$ cat src/rtl/gshare_predictor_spec.sv
// rtl/gshare_predictor_spec.sv - parametrised gshare direction predictor with speculative history and statistics
//
// Ports:
//   clk, reset          rising-edge clock, synchronous active-high reset
//   pred_valid          fetch holds a branch; commits the speculative history shift
//   pred_pc             PC of the branch being predicted
//   pred_taken          combinational prediction (MSB of the indexed counter)
//   pred_idx            PHT index used for this prediction (carried to resolve)
//   pred_ghr            history value used for this prediction (checkpoint)
//   upd_valid           a resolved branch is present this cycle
//   upd_idx, upd_ghr    checkpointed index and history of the resolved branch
//   upd_taken           actual outcome of the resolved branch
//   upd_mispredict      resolved branch was mispredicted (qualified by upd_valid)
//   stat_branches       saturating count of resolved branches
//   stat_mispredicts    saturating count of mispredicted branches

module gshare_predictor_spec #(
    parameter int          PC_W     = 32,
    parameter int          PC_LSB   = 0,
    parameter int          IDX_W    = 6,
    parameter int          HIST_W   = 6,
    parameter logic [1:0]  CNT_INIT = 2'b01,
    parameter int          STAT_W   = 16
) (
    input  logic              clk,
    input  logic              reset,
    input  logic              pred_valid,
    input  logic [PC_W-1:0]   pred_pc,
    output logic              pred_taken,
    output logic [IDX_W-1:0]  pred_idx,
    output logic [HIST_W-1:0] pred_ghr,
    input  logic              upd_valid,
    input  logic [IDX_W-1:0]  upd_idx,
    input  logic [HIST_W-1:0] upd_ghr,
    input  logic              upd_taken,
    input  logic              upd_mispredict,
    output logic [STAT_W-1:0] stat_branches,
    output logic [STAT_W-1:0] stat_mispredicts
);

    localparam int ENTRIES = 1 << IDX_W;

    logic [1:0]        r_pht [ENTRIES];
    logic [HIST_W-1:0] r_ghr;
    logic [STAT_W-1:0] r_stat_br;
    logic [STAT_W-1:0] r_stat_mis;

    logic [IDX_W-1:0]  w_ghr_ext;
    logic [IDX_W-1:0]  w_idx;
    logic              w_pred_taken;
    logic [HIST_W-1:0] w_ghr_next;
    logic              w_repair;
    logic              w_unused_pc;

    // PC bits outside the index window do not take part in the hash.
    assign w_unused_pc = ^pred_pc;

    // History occupies the low bits of the index; upper bits come from the PC only.
    always_comb begin
        w_ghr_ext               = '0;
        w_ghr_ext[HIST_W-1:0]   = r_ghr;
    end

    assign w_idx        = pred_pc[PC_LSB +: IDX_W] ^ w_ghr_ext;
    assign w_pred_taken = r_pht[w_idx][1];
    assign w_repair     = upd_valid & upd_mispredict;

    // Shift-left-then-insert keeps HIST_W=1 legal: the shift empties the
    // register and bit 0 receives the outcome.
    always_comb begin
        w_ghr_next = r_ghr;
        if (w_repair) begin
            w_ghr_next    = upd_ghr << 1;
            w_ghr_next[0] = upd_taken;
        end else if (pred_valid) begin
            w_ghr_next    = r_ghr << 1;
            w_ghr_next[0] = w_pred_taken;
        end
    end

    always_ff @(posedge clk) begin
        if (reset) begin
            for (int i = 0; i < ENTRIES; i++) begin
                r_pht[i] <= CNT_INIT;
            end
        end else if (upd_valid) begin
            if (upd_taken) begin
                if (r_pht[upd_idx] != 2'd3) begin
                    r_pht[upd_idx] <= r_pht[upd_idx] + 2'd1;
                end
            end else begin
                if (r_pht[upd_idx] != 2'd0) begin
                    r_pht[upd_idx] <= r_pht[upd_idx] - 2'd1;
                end
            end
        end
    end

    always_ff @(posedge clk) begin
        if (reset) begin
            r_ghr <= '0;
        end else begin
            r_ghr <= w_ghr_next;
        end
    end

    always_ff @(posedge clk) begin
        if (reset) begin
            r_stat_br  <= '0;
            r_stat_mis <= '0;
        end else begin
            if (upd_valid && (r_stat_br != '1)) begin
                r_stat_br <= r_stat_br + STAT_W'(1);
            end
            if (w_repair && (r_stat_mis != '1)) begin
                r_stat_mis <= r_stat_mis + STAT_W'(1);
            end
        end
    end

    assign pred_taken       = w_pred_taken;
    assign pred_idx         = w_idx;
    assign pred_ghr         = r_ghr;
    assign stat_branches    = r_stat_br;
    assign stat_mispredicts = r_stat_mis;

endmodule

$ cat config.mk
export PLATFORM = sky130hd
export DESIGN_NAME = gshare_predictor_spec
export DESIGN_NICKNAME = d
export VERILOG_FILES = /design/src/rtl/gshare_predictor_spec.sv
export SDC_FILE = /design/constraint.sdc
export NUM_CORES = 1
export LEC_CHECK = 0
export ABC_AREA = 1
export CAP_MARGIN = 40
export CORE_UTILIZATION = 30
export DETAILED_ROUTE_END_ITERATION = 10
export GPL_ROUTABILITY_DRIVEN = 0
export PLACE_DENSITY_LB_ADDON = 0.2
export SYNTH_ARGS = -nofsm -noshare
export SYNTH_HDL_FRONTEND = slang
export SYNTH_SLANG_ARGS = --single-unit
$ cat constraint.sdc
create_clock -name clk -period 7.4 [get_ports clk]
set_input_delay 1.11 -clock clk [delete_from_list [all_inputs] [get_ports clk]]
set_output_delay 1.11 -clock clk [all_outputs]
set_load 0.02 [all_outputs]
==> flow_metrics.tcl, run 1 <==
set metrics [dict create \
    insertedDiodeCount 0 \
    seqPwrFrac 0.443 \
    io_pins 95 \
    finalSetupViolations 0 \
    hp-class "flip-flop to flip-flop" \
    start_kind "input pin" \
    synth_nets 1356 \
    netSwitchingPower_mw 0.669 \
    status "completed" \
    vias_per_cell 5.00 \
    critPathKind "input pin to primary output" \
    cp_cell_sequence "clkdlybuf4s50_1, xnor2_2, buf_4, clkinv_1, nand2_1, nand3_1, nand3_1, nand3_1, nand3_1, nand2_1, clkdlybuf4s50_1" \
    cts_setup_buffers 0 \
    power_density_mw_per_mm2 206 \
    max_slew.worst_pin.slew_ns 0.829 \
    fin_setup_tns_ns 0 \
    first_iter_violations 503 \
    critPathBufInv 4 \
    nets 1385 \
    hold_slack_ns 0.498 \
    ir_drop_v 0.000168 \
    fin_util 0.358 \
    finalHoldViolCount 0 \
    period_share 0.730 \
    path_max_fanout 17 \
    slew_violations 0 \
    cts_htree_levels 4 \
    top_layer_used "met4" \
    cts_buffer_depth 2 \
    routed-via-count 8729 \
    slew_headroom 0.447 \
    port_buffers 67 \
    fmax_mhz 185 \
    final_antenna_net_count 0 \
    postSynthCellCount 1304 \
    die_area_mm2 0.0326 \
    rsz0062_at_grt "no" \
    fin_crit_ns 5.40 \
    wl_met2_um 14700 \
    drive_above_1_share 0.0669 \
    end_kind "primary output" \
    ys_seq_area_frac 0.481 \
    final_common_cell "nand2_1" \
    filler_cell_count 3260 \
    hpwl_um 18500 \
    path_delay_family "buffers and inverters" \
    final_cell_mix "546 x nand2_1, 128 x edfxtp_1, 125 x nand3_1, 101 x nor2_1, 85 x inv_1" \
    cp_slowest_cell "clkinv_1" \
    cts.sinks 166 \
    ctsResizeCount 0 \
    drc 0 \
    grt_pass1_vias 8137 \
    cpMostUsedCell "nand3_1" \
    initial_core_util 0.304 \
    synth_area_mm2 0.00957 \
    first_pass_iters 7 \
    synth.distinct_cells 35 \
    grt_max_degree 71 \
    core-area_mm2 0.0315 \
    synth_warnings 0 \
    syn2layout_area_growth_pct 17.8 \
    grt_overflow_total 0 \
    drv_cap 0 \
    multiInputGateArea_mm2 0.00425 \
    cts_buffers 17 \
    p_int_mw 1.65 \
    seq_area_mm2 0.00460 \
    met1_length_um 12900 \
    routed_wl_um 29000 \
    worst_ep_required_time_ns 6.29 \
    rows 65 \
    wire_per_inst_um 16.6 \
    crit_path_max_incr_delay_ns 0.72 \
    critPathArrivalTime_ns 4.29 \
    cts_hold_buf 0 \
    antenna_found_initial 0 \
    die_w_um 181 \
    die_height_um 181 \
    ys_seq_elements 166 \
    root_buffer "clkbuf_16" \
    cts_tree "yes" \
    syn_avg_cell_area_um2 7.34 \
    switching_share 0.288 \
    clk_pin_slew_worst_paths_ns 0.06 \
    pwr-share-comb 0.167 \
    power_leakage_nw 4.49 \
    wl_met3_um 987 \
    skew_ns 0.0142 \
    track_usage 0.180 \
    insertion_delay_ns 0.44 \
    grt_first_pass_wirelength_um 45400 \
    pwr-share-clk 0.389 \
]
## registers in the layout, indices dropped and copies added, names as in the netlist
signal and cells:
pred_ghr 6, stat_branches 16, r_pht 128, stat_mispredicts 16
## Yosys cell counts
cell type | number | share of area
clkbuf_1 | 45 | 0.018
nand2_1 | 549 | 0.22
a21oi_1 | 21 | 0.011
ha_1 | 2 | 0.0026
nand3_2 | 1 | 0.0010
or2_2 | 1 | 0.00065
clkinv_1 | 3 | 0.0012
nor3_1 | 19 | 0.0099
nor2_1 | 101 | 0.040
nand4_1 | 66 | 0.043
nor3_2 | 7 | 0.0073
inv_2 | 3 | 0.0012
o21ba_2 | 1 | 0.0010
buf_2 | 24 | 0.013
o21a_1 | 1 | 0.00078
a31oi_1 | 3 | 0.0020
xor2_1 | 4 | 0.0037
dfxtp_1 | 38 | 0.079
and3_1 | 1 | 0.00065
buf_6 | 6 | 0.0071
nand3_1 | 125 | 0.065
o211ai_1 | 5 | 0.0039
inv_1 | 85 | 0.033
or2_1 | 1 | 0.00065
buf_1 | 9 | 0.0035
o21ai_0 | 34 | 0.018
nor4_1 | 2 | 0.0013
edfxtp_1 | 128 | 0.40
o21bai_1 | 1 | 0.00078
xnor2_1 | 5 | 0.0046
buf_4 | 7 | 0.0055
o22ai_1 | 1 | 0.00065
o21ai_1 | 2 | 0.0010
a211oi_1 | 2 | 0.0016
nor3b_1 | 1 | 0.00078
## worst paths after layout
kind,start,to,slack [ns],depth (start not counted)
max reg2reg,r_pht[63][1],r_pht[20][0],4.25,16
min reg2reg,stat_mispredicts[1],stat_mispredicts[1],0.50,2
max,pred_pc[1],pred_taken,2.00,11
min,stat_mispredicts[1],stat_mispredicts[1],0.50,2
## power groups by stage
stage	combinational [mW]	sequential, mW	clock [mW]
global placement	0.374	1.05	0
detailed placement	0.391	1.05	0
global route	0.426	1.03	0.952
CTS	0.393	1.03	0.919
finish	0.389	1.03	0.905
floorplan	0.237	1.05	0
## worst register-to-register path: stages (launching register included)
cell	delay, ns
edfxtp_1	0.42
nand2_1	0.09
nand2_1	0.05
nand2_1	0.05
nand2_1	0.06
nand2_1	0.08
nand2_1	0.06
nand2_1	0.05
nand2_1	0.10
nor2_1	0.17
nand2_1	0.13
nand2_1	0.12
nand2_1	0.10
nand2_4	0.60
buf_4	0.47
nand3_1	0.15
nand2_1	0.15
## metal layers
metal	vias to the layer above	GRT usage
met2	178	0.322
li1	4344	-
met1	4177	0.224
met3	30	0.0234
met5	-	0
met4	0	0.0578
## per-stage QoR
stage	power [mW]	cells	area, um2	setup WS, ns
final	2.32	1747	11300	2.00
after global routing	2.41	1747	11300	1.91
after CTS	2.34	1747	11300	1.98
after detailed placement	1.44	1716	10700	2.00
after global placement	1.42	1711	10600	1.99
after floorplan	1.29	1304	9570	3.64
## layout make-up
type	count	share of cell area
clock inverter	13	0.0139
timing repair buffer	101	0.0881
multi-input combinational	956	0.377
inverter	91	0.0303
clock buffer	18	0.0381
tap	402	0.0446
sequential	166	0.408
## logic make-up (layout without fill, tap and decap cells)
| family | Yosys count | count (layout) | share of synthesized area |
|---|---|---|---|
| AND/OR/NAND/NOR | 874 | 874 | 0.386 |
| buffers and inverters | 182 | 223 | 0.0819 |
| flip-flops | 166 | 166 | 0.481 |
| adder cells (fa/ha/maj) | 2 | 2 | 0.00261 |
| XOR/XNOR | 9 | 9 | 0.00823 |
| AO/OA/AOI/OAI | 71 | 71 | 0.0405 |
Power figures use the tool's default switching activity.
==> run 2, diff against run 1 <==
==> constraint.sdc (replaced) <==
create_clock -name clk -period 5.64 [get_ports clk]
set_input_delay 0.846 -clock clk [delete_from_list [all_inputs] [get_ports clk]]
set_output_delay 0.846 -clock clk [all_outputs]
set_load 0.02 [all_outputs]
==> run 2 against run 1 <==
Effect of this change: via count down 0.10%; clock skew down 0.0030 ns; highest routed layer unchanged; combinational power up 30%; critical endpoint unchanged; wire length decreased by 0.30%; utilization up 0.064 points; register-to-register slack lost 1.4 ns; sequential share of layout area is 0.072 points lower; sequential power is 31% higher; cell area rose by 0.18%.
==> flow_metrics.tcl, run 2 (synthesis gave the netlist of run 1 again) <==
set metrics [dict create \
    status "completed" \
    path_max_fanout 18 \
    clk_pin_slew_worst_paths_ns 0.06 \
    track_usage 0.183 \
    drv_cap 0 \
    slew_violations 0 \
    drive_above_1_share 0.0711 \
    largest_register_ffs 128 \
    grt_overflow_total 0 \
    first_pass_iters 5 \
    cts_buffer_depth 2 \
    finalSetupViolations 0 \
    cpMostUsedCell "nand2_1" \
    cts_tree "yes" \
    ctsResizeCount 0 \
    routed-via-count 8720 \
    first_iter_violations 689 \
    fmax_mhz 221 \
    final_cell_mix "547 x nand2_1, 128 x edfxtp_1, 125 x nand3_1, 101 x nor2_1, 85 x inv_1" \
    initial_core_util 0.304 \
    wl_met2_um 14500 \
    rows 65 \
    hp-class "flip-flop to flip-flop" \
    root_buffer "clkbuf_16" \
    met1_length_um 12900 \
    ir_drop_v 0.000222 \
    wire_per_inst_um 16.5 \
    final_cell_area_mm2 0.0113 \
    fin_setup_tns_ns 0 \
    grt_first_pass_wirelength_um 45900 \
    nets 1390 \
    port_buffers 67 \
    critPathArrivalTime_ns 3.68 \
    end_kind "primary output" \
    crit_path_max_incr_delay_ns 0.63 \
    insertion_delay_ns 0.44 \
    hold_depth 2 \
    cts_hold_buf 0 \
    fin_crit_ns 4.52 \
    die_area_mm2 0.0326 \
    r2r_cells 16 \
    hpwl_um 18800 \
    grt_pass1_vias 8242 \
    die_w_um 181 \
    rrSetupSlack_ns 2.83 \
    seq_area_mm2 0.00460 \
    cts_htree_levels 4 \
    grt_max_degree 60 \
    cp_cell_sequence "clkdlybuf4s50_1, inv_1, nand2_1, nand2_1, buf_4, nand2_1, nand2_1, nand2_1, nand3_1, nand3_1, nand3_1, nand3_1, nand2_1, clkdlybuf4s50_1" \
    cp_slowest_cell "clkdlybuf4s50_1" \
    wl_met3_um 1100 \
    hold_slack_ns 0.507 \
    insertedDiodeCount 0 \
    syn2layout_area_growth_pct 18.0 \
    die_height_um 181 \
    max_slew.worst_pin.slew_ns 0.881 \
    filler_cell_count 3284 \
    top_layer_used "met4" \
    io_pins 95 \
    cts_setup_buffers 0 \
    cp.depth 14 \
    drc 0 \
    slew_headroom 0.410 \
    worstHoldStart "stat_mispredicts[1]" \
    placed_area_mm2 0.0107 \
    rsz0062_at_grt "no" \
    path_delay_family "buffers and inverters" \
    vias_per_cell 4.97 \
    reg2reg_to "r_pht[4][0]" \
    start_kind "input pin" \
    skew_ns 0.0112 \
    finalHoldViolCount 0 \
    worst_ep_required_time_ns 4.79 \
    critPathBufInv 4 \
    period_share 0.802 \
    multiInputGateArea_mm2 0.00425 \
    antenna_found_initial 0 \
    core-area_mm2 0.0315 \
    hold_end "stat_mispredicts[1]" \
    cts.sinks 166 \
    cts_buffers 17 \
    routed_wl_um 29000 \
    power_density_mw_per_mm2 269 \
    regMostFlops "r_pht" \
    r2r_start "r_pht[32][1]" \
    critPathKind "input pin to primary output" \
    power_leakage_nw 4.51 \
    totalPowerFinal_mw 3.03 \
    final_common_cell "nand2_1" \
    final_antenna_net_count 0 \
]
run 2: how the worst max path moves through the flow:
stage                from    endpoint  slack (ns)
5_1_grt        pred_pc[0]  pred_taken        0.93
3_3_place_gp   pred_pc[0]  pred_taken        1.10
3_5_place_dp   pred_pc[0]  pred_taken        1.12
2_1_floorplan  pred_pc[1]  pred_taken        2.41
6_report       pred_pc[0]  pred_taken        1.12
4_1_cts        pred_pc[0]  pred_taken        1.11
run 2: layer usage:
metal,up-vias,global-route usage
li1,4350,-
met1,4115,0.229
met2,217,0.320
met3,38,0.0267
met4,0,0.0598
met5,-,0
run 2: per-stage QoR:
step	utilization	worst slack [ns]	std cells
after floorplan	-	2.41	1304
after global placement	0.338	1.10	1716
after detailed placement	0.341	1.12	1721
after CTS	0.359	1.11	1753
after global routing	0.359	0.933	1753
final	0.359	1.12	1753
run 2: area by class of cell:
class                      count  area share
clock inverter                15      0.0135
inverter                      91      0.0302
clock buffer                  17      0.0377
tap                          402      0.0445
multi-input combinational    956       0.376
timing repair buffer         106      0.0906
sequential                   166       0.408
run 2: power breakdown:
group	switching (mW)	total (mW)	leakage, nW	internal, mW
clock network	0.523	1.18	0.276	0.654
logic	0.363	0.506	2.80	0.143
registers	0.0154	1.35	1.43	1.34
run 2: worst min-delay path, delay by kind of cell, from the launching register on:
kind	cells	cell delay, ns
AO/OA/AOI/OAI	1	0.06
buffers and inverters	1	0.07
flip-flops	1	0.33
==> run 3, diff against run 2 <==
==> constraint.sdc (replaced) <==
create_clock -name clk -period 3.6 [get_ports clk]
set_input_delay 0.54 -clock clk [delete_from_list [all_inputs] [get_ports clk]]
set_output_delay 0.54 -clock clk [all_outputs]
set_load 0.02 [all_outputs]
==> run 3 against run 2 <==
Effect of this change: clock power is 51% higher; cell area is 1.3% higher; final cell count is 0.57% higher; utilization is 0.48 points higher; sequential share of layout area is 0.54 points lower; critical path depth is 4 lower; hold slack worse by 0.0059 ns; critical path type unchanged; largest power group unchanged.
==> flow_metrics.tcl, run 3 (synthesis gave the netlist of run 1 again) <==
set metrics [dict create \
    start_kind "input pin" \
    rsz0062_at_grt "no" \
    track_usage 0.180 \
    routed_wl_um 28600 \
    cts_hold_buf 0 \
    cts_buffers 17 \
    nets 1400 \
    cts_buffer_depth 2 \
    grt_first_pass_wirelength_um 45700 \
    skew_ns 0.0136 \
    final_cell_mix "547 x nand2_1, 128 x edfxtp_1, 125 x nand3_1, 101 x nor2_1, 85 x inv_1" \
    fin_crit_ns 3.48 \
    syn2layout_area_growth_pct 19.6 \
    hp-class "flip-flop to flip-flop" \
    hpwl_um 18900 \
    io_pins 95 \
    insertedDiodeCount 0 \
    rows 65 \
    grt_overflow_total 0 \
    finalSetupViolations 0 \
    first_iter_violations 614 \
    cts_tree "yes" \
    grtUsageMet2 0.306 \
    cts.sinks 166 \
    end_kind "primary output" \
    routed-via-count 8744 \
    power_leakage_nw 4.58 \
    die_height_um 181 \
    filler_cell_count 3279 \
    status "completed" \
    root_buffer "clkbuf_16" \
    met1_usage 0.232 \
    finalHoldViolCount 0 \
    drc 0 \
    final_cell_area_mm2 0.0114 \
    period_share 0.966 \
    drv_cap 0 \
    ir_drop_v 0.000330 \
    gr-max-usage-layer "met2" \
    core-area_mm2 0.0315 \
    grt_pass1_vias 8338 \
    placedCellCount 1731 \
    use_met3 0.0251 \
    path_max_fanout 9 \
    largest_register_ffs 128 \
    fin_setup_tns_ns 0 \
    first_pass_iters 6 \
    drive_above_1_share 0.0764 \
    hold_slack_ns 0.501 \
    max_slew.worst_pin.slew_ns 0.772 \
    worst_ep_required_time_ns 3.06 \
    power_density_mw_per_mm2 413 \
    regMostFlops "r_pht" \
    wire_per_inst_um 16.2 \
    vias_per_cell 4.96 \
    port_buffers 67 \
    die_w_um 181 \
    critPathKind "input pin to primary output" \
    critPathArrivalTime_ns 2.94 \
    initial_core_util 0.304 \
    insertion_delay_ns 0.43 \
    slew_headroom 0.485 \
    slew_violations 0 \
    clk_pin_slew_worst_paths_ns 0.06 \
    fmax_mhz 287 \
    final_cells 1763 \
    final_antenna_net_count 0 \
    antenna_found_initial 0 \
    cts_htree_levels 4 \
    ctsResizeCount 0 \
    cts_setup_buffers 0 \
    die_area_mm2 0.0326 \
    placed_area_mm2 0.0109 \
    final_common_cell "nand2_1" \
    grt_max_degree 65 \
]
run 3: changes by cell type in the layout (fill, tap and decap cells not counted), sizes merged:
| cell | change |
|---|---|
| buf | +10 |
| clkbuf | +2 |
| clkinv | +2 |
| inv | -4 |
run 3: critical path, stage by stage:
cell,delay [ns]
clkdlybuf4s50_1,0.43
xnor2_1,0.35
clkinv_1,0.19
buf_12,0.18
nand3_1,0.12
nand3_1,0.08
nand3_1,0.13
nand3_1,0.09
nand2_1,0.17
clkdlybuf4s50_1,0.64
run 3: area by class of cell:
cell class,instances,area (um2),area share
clock buffers,19,433,0.0378
clock inverters,13,134,0.0117
inverters,91,342,0.0298
multi-input cells,956,4250,0.371
flip-flops and latches,166,4600,0.402
well taps,402,503,0.0439
repair buffers,116,1190,0.104
run 3: power by group:
part | switching, mW | leakage (nW) | total, mW | internal (mW)
Sequential | 0.0232 | 1.43 | 2.12 | 2.09
Clock | 0.762 | 0.268 | 1.78 | 1.02
Combinational | 0.581 | 2.88 | 0.834 | 0.253
Total | 1.37 | 4.58 | 4.73 | 3.36
run 3: worst paths after layout:
kind / cells after the start / slack [ns] / endpoint / from
setup / recovery: 10 / 0.12 / pred_taken / pred_pc[2]
hold / removal: 2 / 0.50 / stat_mispredicts[1] / stat_mispredicts[1]
setup reg to reg: 16 / 1.12 / r_pht[22][1] / r_pht[34][1]
hold reg to reg: 2 / 0.50 / stat_mispredicts[1] / stat_mispredicts[1]
run 3: per-layer routing:
layer,vias to the layer above,wire [um],part of all wire
met5,-,0,0
met4,0,646,0.023
met3,38,909,0.032
met2,158,14000,0.49
met1,4182,13100,0.46
li1,4366,-,-
run 3: metrics by stage:
stage | setup slack [ns] | utilization | power (mW)
floorplan | 0.984 | - | 2.65
global placement | 0.0651 | 0.345 | 2.99
detailed placement | 0.0953 | 0.346 | 2.99
CTS | 0.0903 | 0.364 | 4.77
global route | 0.00483 | 0.364 | 4.92
finish | 0.121 | 0.364 | 4.73
